File: config.mk
export PLATFORM = sky130hd
export DESIGN_NAME = serial_add32
export DESIGN_NICKNAME = d
export VERILOG_FILES = /design/src/rtl/alu_pkg.sv /design/src/rtl/add_slice.sv /design/src/rtl/serial_add32.sv
export SDC_FILE = /design/constraint.sdc
export NUM_CORES = 1
export LEC_CHECK = 0
export ABC_AREA = 1
export CORE_AREA = 4 4 108 110
export DETAILED_ROUTE_END_ITERATION = 16
export DIE_AREA = 0 0 112 114
export GPL_TIMING_DRIVEN = 0
export PLACE_DENSITY = 0.78
export SLEW_MARGIN = 30
export SYNTH_ARGS = -nofsm -noshare
export SYNTH_HDL_FRONTEND = slang
export SYNTH_HIERARCHICAL = 1
export SYNTH_SLANG_ARGS = --single-unit
export TNS_END_PERCENT = 10
File: constraint.sdc
create_clock -name clk -period 5.03 [get_ports clk]
set_input_delay 0.503 -clock clk [delete_from_list [all_inputs] [get_ports clk]]
set_output_delay 0.503 -clock clk [all_outputs]
set_load 0.05 [all_outputs]
File: src/rtl/alu_pkg.sv
// Shared types and constants for the multi-cycle serial adder.
package alu_pkg;

    // Sequencer states of the serial adder
    typedef enum logic [1:0] {
        IDLE = 2'd0,
        RUN  = 2'd1,
        DONE = 2'd2
    } state_t;

    // Default datapath geometry
    localparam int ALU_WIDTH   = 32;
    localparam int ALU_SLICE   = 4;
    localparam int NUM_NIBBLES = ALU_WIDTH / ALU_SLICE;

    // Opcode encoding for op_sub
    localparam logic OP_ADD = 1'b0;
    localparam logic OP_SUB = 1'b1;

endpackage : alu_pkg

File: src/rtl/add_slice.sv
// Combinational SLICE-bit ripple-carry adder built from full-adder cells.
module add_slice #(
    parameter int SLICE = 4
) (
    input  logic [SLICE-1:0] x,
    input  logic [SLICE-1:0] y,
    input  logic             cin,
    output logic [SLICE-1:0] s,
    output logic             cout
);

    logic [SLICE:0] w_c;

    assign w_c[0] = cin;

    // One full-adder cell per bit, carry rippling from LSB to MSB
    for (genvar gi = 0; gi < SLICE; gi++) begin : g_fa
        assign s[gi]     = x[gi] ^ y[gi] ^ w_c[gi];
        assign w_c[gi+1] = (x[gi] & y[gi]) | (w_c[gi] & (x[gi] ^ y[gi]));
    end

    assign cout = w_c[SLICE];

endmodule : add_slice

File: src/rtl/serial_add32.sv
// Multi-cycle add/subtract unit: one SLICE-bit nibble per clock through a
// single shared ripple slice, carry chained through a register.
module serial_add32
    import alu_pkg::*;
#(
    parameter int WIDTH = ALU_WIDTH,
    parameter int SLICE = ALU_SLICE
) (
    input  logic             clk,
    input  logic             rst,
    input  logic             start,
    input  logic             op_sub,
    input  logic [WIDTH-1:0] a,
    input  logic [WIDTH-1:0] b,
    output logic             busy,
    output logic             done,
    output logic [WIDTH-1:0] result,
    output logic             cout,
    output logic             overflow,
    output logic             zero
);

    localparam int N_NIB = WIDTH / SLICE;
    localparam int IDX_W = (N_NIB > 1) ? $clog2(N_NIB) : 1;
    localparam logic [IDX_W-1:0] LAST_IDX = IDX_W'(N_NIB - 1);

    // Operands must split evenly into slices
    if ((WIDTH % SLICE) != 0) begin : g_bad_geometry
        $error("serial_add32: WIDTH must be a multiple of SLICE");
    end

    state_t           r_state;
    logic [WIDTH-1:0] r_a;
    logic [WIDTH-1:0] r_b;
    logic             r_carry;
    logic [IDX_W-1:0] r_idx;
    logic [WIDTH-1:0] r_result;
    logic             r_busy;
    logic             r_done;
    logic             r_cout;
    logic             r_ovf;
    logic             r_zero;

    logic [SLICE-1:0] w_x;
    logic [SLICE-1:0] w_y;
    logic [SLICE-1:0] w_s;
    logic             w_cout;
    logic [WIDTH-1:0] w_final;
    logic             w_c_msb;

    // Select the current nibble of each operand for the shared slice
    always_comb begin
        w_x = r_a[r_idx*SLICE +: SLICE];
        w_y = r_b[r_idx*SLICE +: SLICE];
    end

    add_slice #(
        .SLICE (SLICE)
    ) u_slice (
        .x    (w_x),
        .y    (w_y),
        .cin  (r_carry),
        .s    (w_s),
        .cout (w_cout)
    );

    // Complete result as it will look after this edge, for the zero flag
    always_comb begin
        w_final = r_result;
        w_final[r_idx*SLICE +: SLICE] = w_s;
    end

    // Carry into the MSB recovered from the MSB sum bit
    assign w_c_msb = r_a[WIDTH-1] ^ r_b[WIDTH-1] ^ w_s[SLICE-1];

    // Sequencer and datapath registers; reset abandons any operation
    always_ff @(posedge clk) begin
        if (rst) begin
            r_state  <= IDLE;
            r_a      <= '0;
            r_b      <= '0;
            r_carry  <= 1'b0;
            r_idx    <= '0;
            r_result <= '0;
            r_busy   <= 1'b0;
            r_done   <= 1'b0;
            r_cout   <= 1'b0;
            r_ovf    <= 1'b0;
            r_zero   <= 1'b0;
        end else begin
            unique case (r_state)
                IDLE: begin
                    r_done <= 1'b0;
                    if (start) begin
                        // Subtract is a + ~b + 1: invert b, seed carry with 1
                        r_a     <= a;
                        r_b     <= b ^ {WIDTH{op_sub}};
                        r_carry <= (op_sub == OP_SUB);
                        r_idx   <= '0;
                        r_busy  <= 1'b1;
                        r_state <= RUN;
                    end
                end
                RUN: begin
                    r_result[r_idx*SLICE +: SLICE] <= w_s;
                    r_carry <= w_cout;
                    r_idx   <= r_idx + 1'b1;
                    if (r_idx == LAST_IDX) begin
                        r_cout  <= w_cout;
                        r_ovf   <= w_c_msb ^ w_cout;
                        r_zero  <= (w_final == '0);
                        r_done  <= 1'b1;
                        r_state <= DONE;
                    end
                end
                DONE: begin
                    r_done  <= 1'b0;
                    r_busy  <= 1'b0;
                    r_state <= IDLE;
                end
                default: begin
                    r_done  <= 1'b0;
                    r_busy  <= 1'b0;
                    r_state <= IDLE;
                end
            endcase
        end
    end

    assign busy     = r_busy;
    assign done     = r_done;
    assign result   = r_result;
    assign cout     = r_cout;
    assign overflow = r_ovf;
    assign zero     = r_zero;

endmodule : serial_add32

Word-level counts from Yosys, hierarchy flattened
Index checks and enable logic that the tools add are counted.
{"block": "totals", "regBits": 107, "inputBits": 68, "out_inout_bits": 37, "word_cells": 65}
{"block": "classes", "n_eq_ne": 4, "n_addsub": 2, "muxes": 10, "n_bitwise": 25, "shift": 4, "n_reduce_logical": 9}
{"operator": "32-bit by 6-bit variable part select with 4-bit output", "count": 2}
{"operator": "5-bit negator with 34-bit output", "count": 1}
{"operator": "4-bit by 34-bit variable shift with 32-bit output, first input constant", "count": 1}
{"operator": "4-bit by 34-bit variable part select with 32-bit output", "count": 1}
{"operator": "32-bit bitwise mux", "count": 1}
{"operator": "32-bit zero test", "count": 1}
{"operator": "32-bit bitwise XOR", "count": 1}
{"operator": "1-bit bitwise XOR", "count": 11}
{"operator": "2-bit AND reduction", "count": 5}
{"operator": "1-bit AND", "count": 8}
{"operator": "3-bit one-hot mux with 2 select lines", "count": 1}
{"operator": "2-bit 2-to-1 mux", "count": 2}
{"operator": "2-bit != test, second input constant", "count": 2}
{"operator": "1-bit OR", "count": 4}
{"operator": "1-bit one-hot mux with 2 select lines", "count": 2}
{"operator": "2-bit one-hot mux with 2 select lines", "count": 1}
{"operator": "3-bit by 1-bit adder with 3-bit output, second input constant", "count": 1}
{"operator": "3-bit equality test, second input constant", "count": 1}
{"operator": "3-bit 2-to-1 mux", "count": 1}
{"operator": "2-bit by 1-bit equality test with 1-bit output, second input constant", "count": 1}
{"operator": "2-bit zero test", "count": 1}
{"operator": "1-bit 2-to-1 mux", "count": 2}
{"operator": "2-bit nonzero test", "count": 1}
{"operator": "2-bit OR reduction", "count": 1}
{"operator": "1-bit NOT", "count": 1}

Logic depth before layout (Yosys ltp)
Gate-level depths: netlist of the first run.
{"block": "logic_depth", "ltp_word": 12, "depth_mapped": 24, "depth_no_buf": 23}

By module
Netlist of the first run, hierarchy kept.
{"mod": "serial_add32", "seq_area_each_um2": 2142.1, "n_inst": 1, "cells_per_inst": 765, "area_each_um2": 5316.3}
{"mod": "add_slice", "seq_area_each_um2": 0.0, "n_inst": 1, "cells_per_inst": 14, "area_each_um2": 117.6}

Worst setup path before layout of the first run
No wires, ideal clock.
{"block": "synth_timing", "path_kind": "flip-flop to flip-flop", "start": "register r_idx[0]", "end": "register r_zero (netlist: zero)", "path_buffers": 2, "stages_incl_launch_ff": 23, "setup_ps": 132, "period_less_slack_ps": 3485, "arrival_time_ps": 3353, "setup_slack_ps": 1545, "required_time_ps": 4898, "path_cell_list": "dfxtp_1 -> buf_2 -> buf_1 -> a21oi_1 -> o21ai_0 -> a31oi_1 -> fa_1 -> inv_1 -> fa_1 -> inv_1 -> fa_1 -> inv_1 -> fa_1 -> inv_1 -> inv_1 -> nor2_1 -> nand3_1 -> nand2_1 -> nor2_1 -> nand3_1 -> nor2_1 -> nand3_1 -> a21oi_1"}
{"block": "synth_between", "elab_chain_cells": 12, "elab_cells_between_ends": 26, "cone_classes": "1 x add/sub; 1 x eq/ne; 4 x shift; 1 x mux; 17 x bitwise; 2 x reduce/logical"}
{"element": "start, declared", "line_no": "serial_add32.sv:36", "source": "logic [IDX_W-1:0] r_idx;"}
{"element": "start signal, assigned", "line_no": "serial_add32.sv:107", "source": "r_idx <= r_idx + 1'b1;"}
{"element": "32-bit by 6-bit variable part select with 4-bit output (*)", "line_no": "serial_add32.sv:54", "source": "w_y = r_b[r_idx*SLICE +: SLICE];"}
{"element": "net w_y[0]", "line_no": "serial_add32.sv:45", "source": "logic [SLICE-1:0] w_y;"}
{"element": "1-bit bitwise XOR", "line_no": "add_slice.sv:19", "source": "assign w_c[gi+1] = (x[gi] & y[gi]) | (w_c[gi] & (x[gi] ^ y[gi]));"}
{"element": "1-bit AND", "line_no": "add_slice.sv:19"}
{"element": "1-bit OR (*)", "line_no": "add_slice.sv:19"}
{"element": "1-bit AND (*)", "line_no": "add_slice.sv:19"}
{"element": "1-bit OR (*)", "line_no": "add_slice.sv:19"}
{"element": "1-bit AND (*)", "line_no": "add_slice.sv:19"}
{"element": "1-bit OR (*)", "line_no": "add_slice.sv:19"}
{"element": "1-bit bitwise XOR (*)", "line_no": "add_slice.sv:18", "source": "assign s[gi] = x[gi] ^ y[gi] ^ w_c[gi];"}
{"element": "net w_s[3]", "line_no": "serial_add32.sv:46", "source": "logic [SLICE-1:0] w_s;"}
{"element": "4-bit by 34-bit variable part select with 32-bit output (*)", "line_no": "serial_add32.sv:70", "source": "w_final[r_idx*SLICE +: SLICE] = w_s;"}
{"element": "32-bit bitwise mux (*)", "line_no": "serial_add32.sv:70"}
{"element": "32-bit zero test (*)", "line_no": "serial_add32.sv:111", "source": "r_zero <= (w_final == '0);"}
{"element": "end signal, assigned", "line_no": "serial_add32.sv:111"}
{"element": "end, declared", "line_no": "serial_add32.sv:42", "source": "logic r_zero;"}
Mark *: on every way through the listed nets, which the timed path passes. The rest lies on a longest branch.
A chain may end at the register's enable or synchronous reset.

Worst setup path after layout of the first run
Same ends and word-level chain as after synthesis.

==> results.md, run 1 <==
* Status: complete, no violations
* Worst Path Buf+Inv at 7
* CTS tree: built
* Post-synth ARST share at 0%
* Peak supply drop at 156.6 uV
* Area growth syn-to-layout at 25.17%
* Hold Crit Class: reg2reg
* Final core utilization at 63.58%
* CTS Root Cell: clkbuf_8
* Die height at 114 um
* Clk buf depth at 2
* Hold Slack at 456.8 ps
* Largest net degree at the start of global routing at 19
* Worst Skew at 10.06 ps
* Initial DRT Pass Iterations at 5
* IO Pins at 105
* Synth Net Count at 856
* Final period utilization at 87.08%
* Worst path top cell family by delay: adder cells
* Power per cell area at 303.0 nW/um^2
* PostCTS Resize Cnt at 0
* Layout Cells excl Fill at 1036
* Yosys warns at 6
* Synth Instances at 779
* GPL Wtd Cong at 0.9015
* Global route overflow at 0
* Skew-Pair Late Insertion Delay at 380 ps
* Vias per inst at 5.187
* Critical path peak fanout at 10
* DR DRC count at 0
* First-pass GRT wire length at 24090 um
* Vias in the first global route at 4946
* H-tree levels at 3
* Nets at 969
* Setup violations, final at 0
* Via count at 5374
* Placed inst area at 6630 sq um
* CTS buffer count at 9
* Die W at 112 um
* Setup crit start kind: register
* Fill count at 1023
* DRT Wirelength at 14920 um
* Synth Area per Inst at 6.976 sq um
* Relative slew margins at 51.36%
* Layout cells sized above 1 at 4.353%
* Slowest CP cell: buf_1
* CTS Sinks at 107
* Tot GR Track Use at 23.30%
* Sum of negative setup slack at 0 ps
* Post-CTS Setup Inserts at 0
* RSZ-0062 raised after global routing: no
* DR WL/cell at 14.40 um
* Final min period at 4380 ps
* CP most frequent cell: inv_1
* DR iter-0 viols at 411
* Pleak at 2.916 nW
* Top cell type's share of synthesized area at 39.42%
* Reg clk slew, reported paths at 100 ps
* Worst path arrival time at 4620 ps
* Critical path class: reg2reg
* Starting density of the core at 50.80%
* Site row count at 38
* Max-cap violations at 0
* Post-synth top flop: dfxtp_1
* Leading area contributor after synthesis: dfxtp_1
* Ranking of synthesized cells by area: dfxtp_1 (39%), nor2_1 (11%), o21ai_0 (9.6%)
* Number of distinct library cells after synthesis at 35
* Final ANT Viol Nets at 0
* Diode count at 0
* Yosys reg bits at 107
* Max Clk Rate at 228.3 MHz
* CP required at 5270 ps
* Hold_buf cts at 0
* Synthesized cell area at 5434 sq um
* Initial antenna violation count at 0
* Number of I/O port buffers at 102
* Post-synth EDFFs at 0
* Post-synthesis sequential area ratio at 39.42%
* Max-slew violation count at 0
* Die area at 12770 sq um
* CP Capture Type: register
* Dpl cells at 1021
* DP HPWL at 11430 um
* Core area at 10700 sq um
* Largest stage delay on the critical path at 470 ps
* Worst slew pin tran at 727.0 ps
* Final Instance Area at 6802 sq um
* Crit path cell chain: buf_2 -> buf_1 -> a21oi_1 -> o21ai_0 -> a31oi_1 -> fa_1 -> inv_1 -> fa_1 -> inv_1 -> fa_1 -> inv_1 -> fa_1 -> inv_1 -> inv_1 -> nor2_1 -> nand3_1 -> nand2_1 -> nor2_1 -> nand3_1 -> nor2_1 -> nand3_1 -> a21oi_1
* Fin. Hold Viols at 0
## metal layers
metal	vias to the layer above	GRT usage, %	wire, um	part of all wire (%)
met3	28	3.554	1205	8.1
li1	2743	-	-	-
met2	230	36.29	6618	44
met4	0	8.173	318	2.1
met5	-	0	0	0
met1	2373	33.16	6777	45
## power by group
group	switching, W	internal [W]
clock	0.000306	0.000184
combinational	0.000389	0.000226
sequential	0.0000376	0.000918
total	0.000733	0.00133
## cell usage in the layout, fill, tap and decap left out, types with 2 or more instances in the layout
cell type and n:
nand3_1 20, nor3_1 4, o211ai_1 19, clkbuf_8 9, nor2_2 3, xor2_1 16, inv_6 4, clkbuf_1 35
xnor2_1 19, a211oi_1 18, nand4_1 5, fa_1 4, nand2_1 79, clkdlybuf4s50_1 102, ha_1 5, a31oi_1 7
buf_1 4, o21ai_0 104, o22ai_1 4, a21oi_1 48, o21ai_1 7, inv_2 7, nand2_2 2, dfxtp_1 107
buf_2 6, nor2_1 156, inv_1 89
## Yosys cell counts, types with 4 or more instances
cell	count
nor2_1	156
dfxtp_1	107
o21ai_0	104
inv_1	89
nand2_1	79
a21oi_1	48
clkbuf_1	35
nand3_1	20
o211ai_1	19
xnor2_1	19
a211oi_1	18
xor2_1	16
a31oi_1	7
inv_2	7
o21ai_1	7
buf_2	6
ha_1	5
nand4_1	5
buf_1	4
fa_1	4
nor3_1	4
o22ai_1	4
## cells by family (layout without fill, tap and decap cells)
logic type | after synthesis | in the layout | share of synthesized area, %
adders and majority gates | 9 | 9 | 2.625
AOI/OAI and AO/OA | 211 | 211 | 21.60
and+or+nand+nor | 273 | 273 | 20.52
buffers and inverters | 144 | 261 | 10.20
xor gates and xnor gates | 35 | 35 | 5.641
DFF | 107 | 107 | 39.42
## final cells by class
cell class / count / area [sq um] / area share (%)
multi-input combinational: 528 / 2738 / 40.25
sequential: 107 / 2142 / 31.49
timing repair buffer: 102 / 1021 / 15.01
inverter: 98 / 370.4 / 5.445
buffer: 46 / 183.9 / 2.704
tap: 140 / 175.2 / 2.575
clock buffer: 9 / 123.9 / 1.821
clock inverter: 6 / 47.55 / 0.6990
## path summary, 6_finish.rpt
kind	start	to	slack (ps)	depth (start not counted)
worst max-delay path	r_idx[0]	zero	650	22
worst min-delay path	r_state[1]	busy	460	1
worst min register to register	r_state[1]	busy	460	1
worst max register to register	r_idx[0]	zero	650	22
## state kept, by name, indices dropped and copies added (netlist names), 2 cells and up
| signal | count |
|---|---|
| r_idx | 3 |
| r_state | 2 |
| r_b | 32 |
| result | 32 |
| r_a | 32 |
## worst reg2reg max path, stage by stage, from the launching register on
cell and delay, ps:
dfxtp_1 440, buf_2 280, buf_1 470, a21oi_1 130, o21ai_0 100, a31oi_1 170
fa_1 440, inv_1 70, fa_1 160, inv_1 50, fa_1 350, inv_1 70
fa_1 410, inv_1 140, inv_1 70, nor2_1 310, nand3_1 120, nand2_1 100
nor2_1 60, nand3_1 80, nor2_1 50, nand3_1 120, a21oi_1 80
## through the flow
step,setup WS (ps),total power (W)
2_1_floorplan,1545,0.001373
3_3_place_gp,778.5,0.001572
3_5_place_dp,787.8,0.001580
4_1_cts,758.1,0.002061
5_1_grt,410.2,0.002173
6_report,650.0,0.002061
Power figures use the tool's default switching activity.
==> run 2, diff against run 1 <==
--- a/config.mk
+++ b/config.mk
@@ -5,10 +5,9 @@
 export SDC_FILE = /design/constraint.sdc
 export NUM_CORES = 1
 export LEC_CHECK = 0
-export ABC_AREA = 1
-export CORE_AREA = 4 4 108 110
+export CORE_AREA = 4 4 106 108
 export DETAILED_ROUTE_END_ITERATION = 16
-export DIE_AREA = 0 0 112 114
+export DIE_AREA = 0 0 110 112
 export GPL_TIMING_DRIVEN = 0
 export PLACE_DENSITY = 0.78
 export SLEW_MARGIN = 30
==> results.md, run 2 <==
* Yosys reg bits at 107 (unchanged)
* Nets at 764 (was 969)
* Worst path arrival time at 5040 ps (was 4620 ps)
* DRT Wirelength at 13000 um (was 14920 um)
* Hold Crit Class: reg2reg (unchanged)
* Post-synth EDFFs at 0 (unchanged)
* Final Instance Area at 6471 sq um (was 6802 sq um)
* Core area at 10230 sq um (was 10700 sq um)
* Vias in the first global route at 4378 (was 4946)
* Ranking of synthesized cells by area: dfxtp_1 (42%), nand2_1 (7.2%), mux4_2 (7.1%) (was dfxtp_1 (39%), nor2_1 (11%), o21ai_0 (9.6%))
* Critical path class: reg2reg (unchanged)
* Max-cap violations at 0 (unchanged)
* Number of I/O port buffers at 102 (unchanged)
* CTS Sinks at 107 (unchanged)
* Top-count cell post-synth: dfxtp_1 (was nor2_1)
* CTS Root Cell: clkbuf_8 (unchanged)
* GPL Wtd Cong at 0.9239 (was 0.9015)
* Initial DRT Pass Iterations at 5 (unchanged)
* Synth Net Count at 651 (was 856)
* Flop2flop setup slack at 250 ps (was 650 ps)
* Site row count at 37 (was 38)
* Pleak at 2.455 nW (was 2.916 nW)
* Post-CTS Setup Inserts at 0 (unchanged)
* Relative slew margins at 53.40% (was 51.36%)
* Worst Path Buf+Inv at 6 (was 7)
* Crit path cell chain: buf_2 -> buf_2 -> mux4_2 -> nand2_1 -> nand2_1 -> fa_1 -> inv_1 -> fa_1 -> inv_1 -> fa_1 -> inv_1 -> fa_1 -> inv_1 -> nor2b_1 -> o21ai_0 -> a22o_1 -> a31oi_1 -> o31ai_2 (was buf_2 -> buf_1 -> a21oi_1 -> o21ai_0 -> a31oi_1 -> fa_1 -> inv_1 -> fa_1 -> inv_1 -> fa_1 -> inv_1 -> fa_1 -> inv_1 -> inv_1 -> nor2_1 -> nand3_1 -> nand2_1 -> nor2_1 -> nand3_1 -> nor2_1 -> nand3_1 -> a21oi_1)
* Synth Area per Inst at 8.904 sq um (was 6.976 sq um)
* Vias per inst at 5.411 (was 5.187)
* Worst slew pin tran at 699.1 ps (was 727.0 ps)
* Post-synth ARST share at 0% (unchanged)
* Post-synth top cells: dfxtp_1 (107), nand2_1 (98), nor2_1 (77) (was nor2_1 (156), dfxtp_1 (107), o21ai_0 (104))
* H-tree levels at 3 (unchanged)
* Top cell type's share of synthesized area at 41.91% (was 39.42%)
* Fin. Hold Viols at 0 (unchanged)
* Power per cell area at 269.1 nW/um^2 (was 303.0 nW/um^2)
* Synthesized cell area at 5111 sq um (was 5434 sq um)
* Peak supply drop at 136.6 uV (was 156.6 uV)
* Hold_buf cts at 0 (unchanged)
* Post-synthesis sequential area ratio at 41.91% (was 39.42%)
* DP HPWL at 10090 um (was 11430 um)
* Largest net degree at the start of global routing at 18 (was 19)
* DR WL/cell at 15.70 um (was 14.40 um)
* Hold Slack at 457.4 ps (was 456.8 ps)
* Die W at 110 um (was 112 um)
* Clk buf depth at 2 (unchanged)
* Die area at 12320 sq um (was 12770 sq um)
* Max-slew violation count at 0 (unchanged)
* Worst path top cell family by delay: adder cells (unchanged)
* CTS buffer count at 9 (unchanged)
* Commonest non-fill, non-tap cell in the layout: dfxtp_1 (was nor2_1)
* Dpl ws at 325.3 ps (was 787.8 ps)
* Slowest CP cell: mux4_2 (was buf_1)
* Global route overflow at 0 (unchanged)
* Final min period at 4785 ps (was 4380 ps)
* Area growth syn-to-layout at 26.61% (was 25.17%)
* Post-synth top flop: dfxtp_1 (unchanged)
* CTS tree: built (unchanged)
* Pwr Total at 0.001742 W (was 0.002061 W)
* Yosys warns at 6 (unchanged)
* Status: complete, no violations (unchanged)
* Setup crit start kind: register (unchanged)
* Final period utilization at 95.13% (was 87.08%)
* RSZ-0062 raised after global routing: no (unchanged)
* Number of distinct library cells after synthesis at 49 (was 35)
* DR iter-0 viols at 244 (was 411)
* Via count at 4480 (was 5374)
* Max Clk Rate at 209.0 MHz (was 228.3 MHz)
* Sum of negative setup slack at 0 ps (unchanged)
* DR DRC count at 0 (unchanged)
* CP Capture Type: register (unchanged)
* Largest stage delay on the critical path at 560 ps (was 470 ps)
* Leading area contributor after synthesis: dfxtp_1 (unchanged)
* Setup violations, final at 0 (unchanged)
* Initial antenna violation count at 0 (unchanged)
* Reg clk slew, reported paths at 100 ps (about the same)
* Layout cells sized above 1 at 6.647% (was 4.353%)
* IO Pins at 105 (unchanged)
* CP required at 5290 ps (was 5270 ps)
* Die height at 112 um (was 114 um)
* Synth Instances at 574 (was 779)
* Diode count at 0 (unchanged)
* Starting density of the core at 49.96% (was 50.80%)
* Worst Skew at 10.12 ps (was 10.06 ps)
* Leading cell types in the layout, fill and taps excluded: dfxtp_1 (107), clkdlybuf4s50_1 (102), nand2_1 (98) (was nor2_1 (156), dfxtp_1 (107), o21ai_0 (104))
* PostCTS Resize Cnt at 0 (unchanged)
* Critical path peak fanout at 10 (unchanged)
* Final ANT Viol Nets at 0 (unchanged)
* Skew-Pair Late Insertion Delay at 370 ps (was 380 ps)
* Final WS setup at 245.2 ps (was 650.0 ps)
* Placed inst area at 6302 sq um (was 6630 sq um)
* First-pass GRT wire length at 21050 um (was 24090 um)
* Tot GR Track Use at 21.55% (was 23.30%)
==> run 2: worst paths after layout <==
path / from / end / cells past startpoint
worst min-delay path: r_a[3] / r_a[3] / 2
worst min register to register: r_a[3] / r_a[3] / 2
worst max register to register: r_idx[0] / zero / 18
worst max-delay path: r_idx[0] / zero / 18
==> run 2: cell families after synthesis <==
kind of cell	count (synthesis)	synth area share, %
DFF	107	41.91
buffers and inverters	59	4.945
muxes	45	12.75
and+or+nand+nor	226	19.93
adders and majority gates	9	2.791
AOI/OAI and AO/OA	93	11.68
xor gates and xnor gates	35	5.998
==> run 2: report_power, final <==
part           leakage [nW]  switching (W)  internal [W]
Combinational          1.50       0.000189      0.000163
Clock                0.0799       0.000291      0.000183
Sequential            0.876      0.0000251      0.000891
Total                  2.45       0.000506       0.00124
==> run 2: worst reg2reg max path: cells and delay by family, from the launching register on <==
family                   cells  cell delay [ps]
AND/OR/NAND/NOR              3              360
multiplexers                 1              560
adder cells (fa/ha/maj)      4             1340
buffers and inverters        6             1210
AO/OA/AOI/OAI                4              680
flip-flops                   1              530
==> run 2: final cells by class <==
cell class / instances / area, sq um
Timing Repair Buffer: 102 / 1021
Multi-Input combinational cell: 408 / 2716
Fill cell: 877 / 3760
Inverter: 16 / 60.06
Tap cell: 136 / 170.2
Sequential cell: 107 / 2142
Clock inverter: 5 / 37.54
Buffer: 43 / 192.7
Clock buffer: 11 / 131.4
==> run 2: layer usage <==
| metal | routed length [um] | GRT usage (%) | share of wire (%) | vias to the layer above |
|---|---|---|---|---|
| met4 | 398 | 9.310 | 3.1 | 0 |
| li1 | - | - | - | 2189 |
| met3 | 706 | 2.957 | 5.4 | 43 |
| met1 | 5458 | 27.53 | 42 | 2085 |
| met5 | 0 | 0 | 0 | - |
| met2 | 6439 | 35.92 | 50 | 163 |
==> run 2: per-stage QoR <==
stage	utilization [%]	instances
global route	63.25	828
CTS	63.25	828
floorplan	-	574
finish	63.25	828
detailed placement	61.60	812
global placement	61.60	812
==> run 3, diff against run 2 <==
--- a/config.mk
+++ b/config.mk
@@ -6,6 +6,7 @@
 export NUM_CORES = 1
 export LEC_CHECK = 0
 export CORE_AREA = 4 4 106 108
+export CTS_CLUSTER_DIAMETER = 150
 export DETAILED_ROUTE_END_ITERATION = 16
 export DIE_AREA = 0 0 110 112
 export GPL_TIMING_DRIVEN = 0
==> results of run 3 <==
No change in the layout: final DEF, timing and power equal those of run 2.
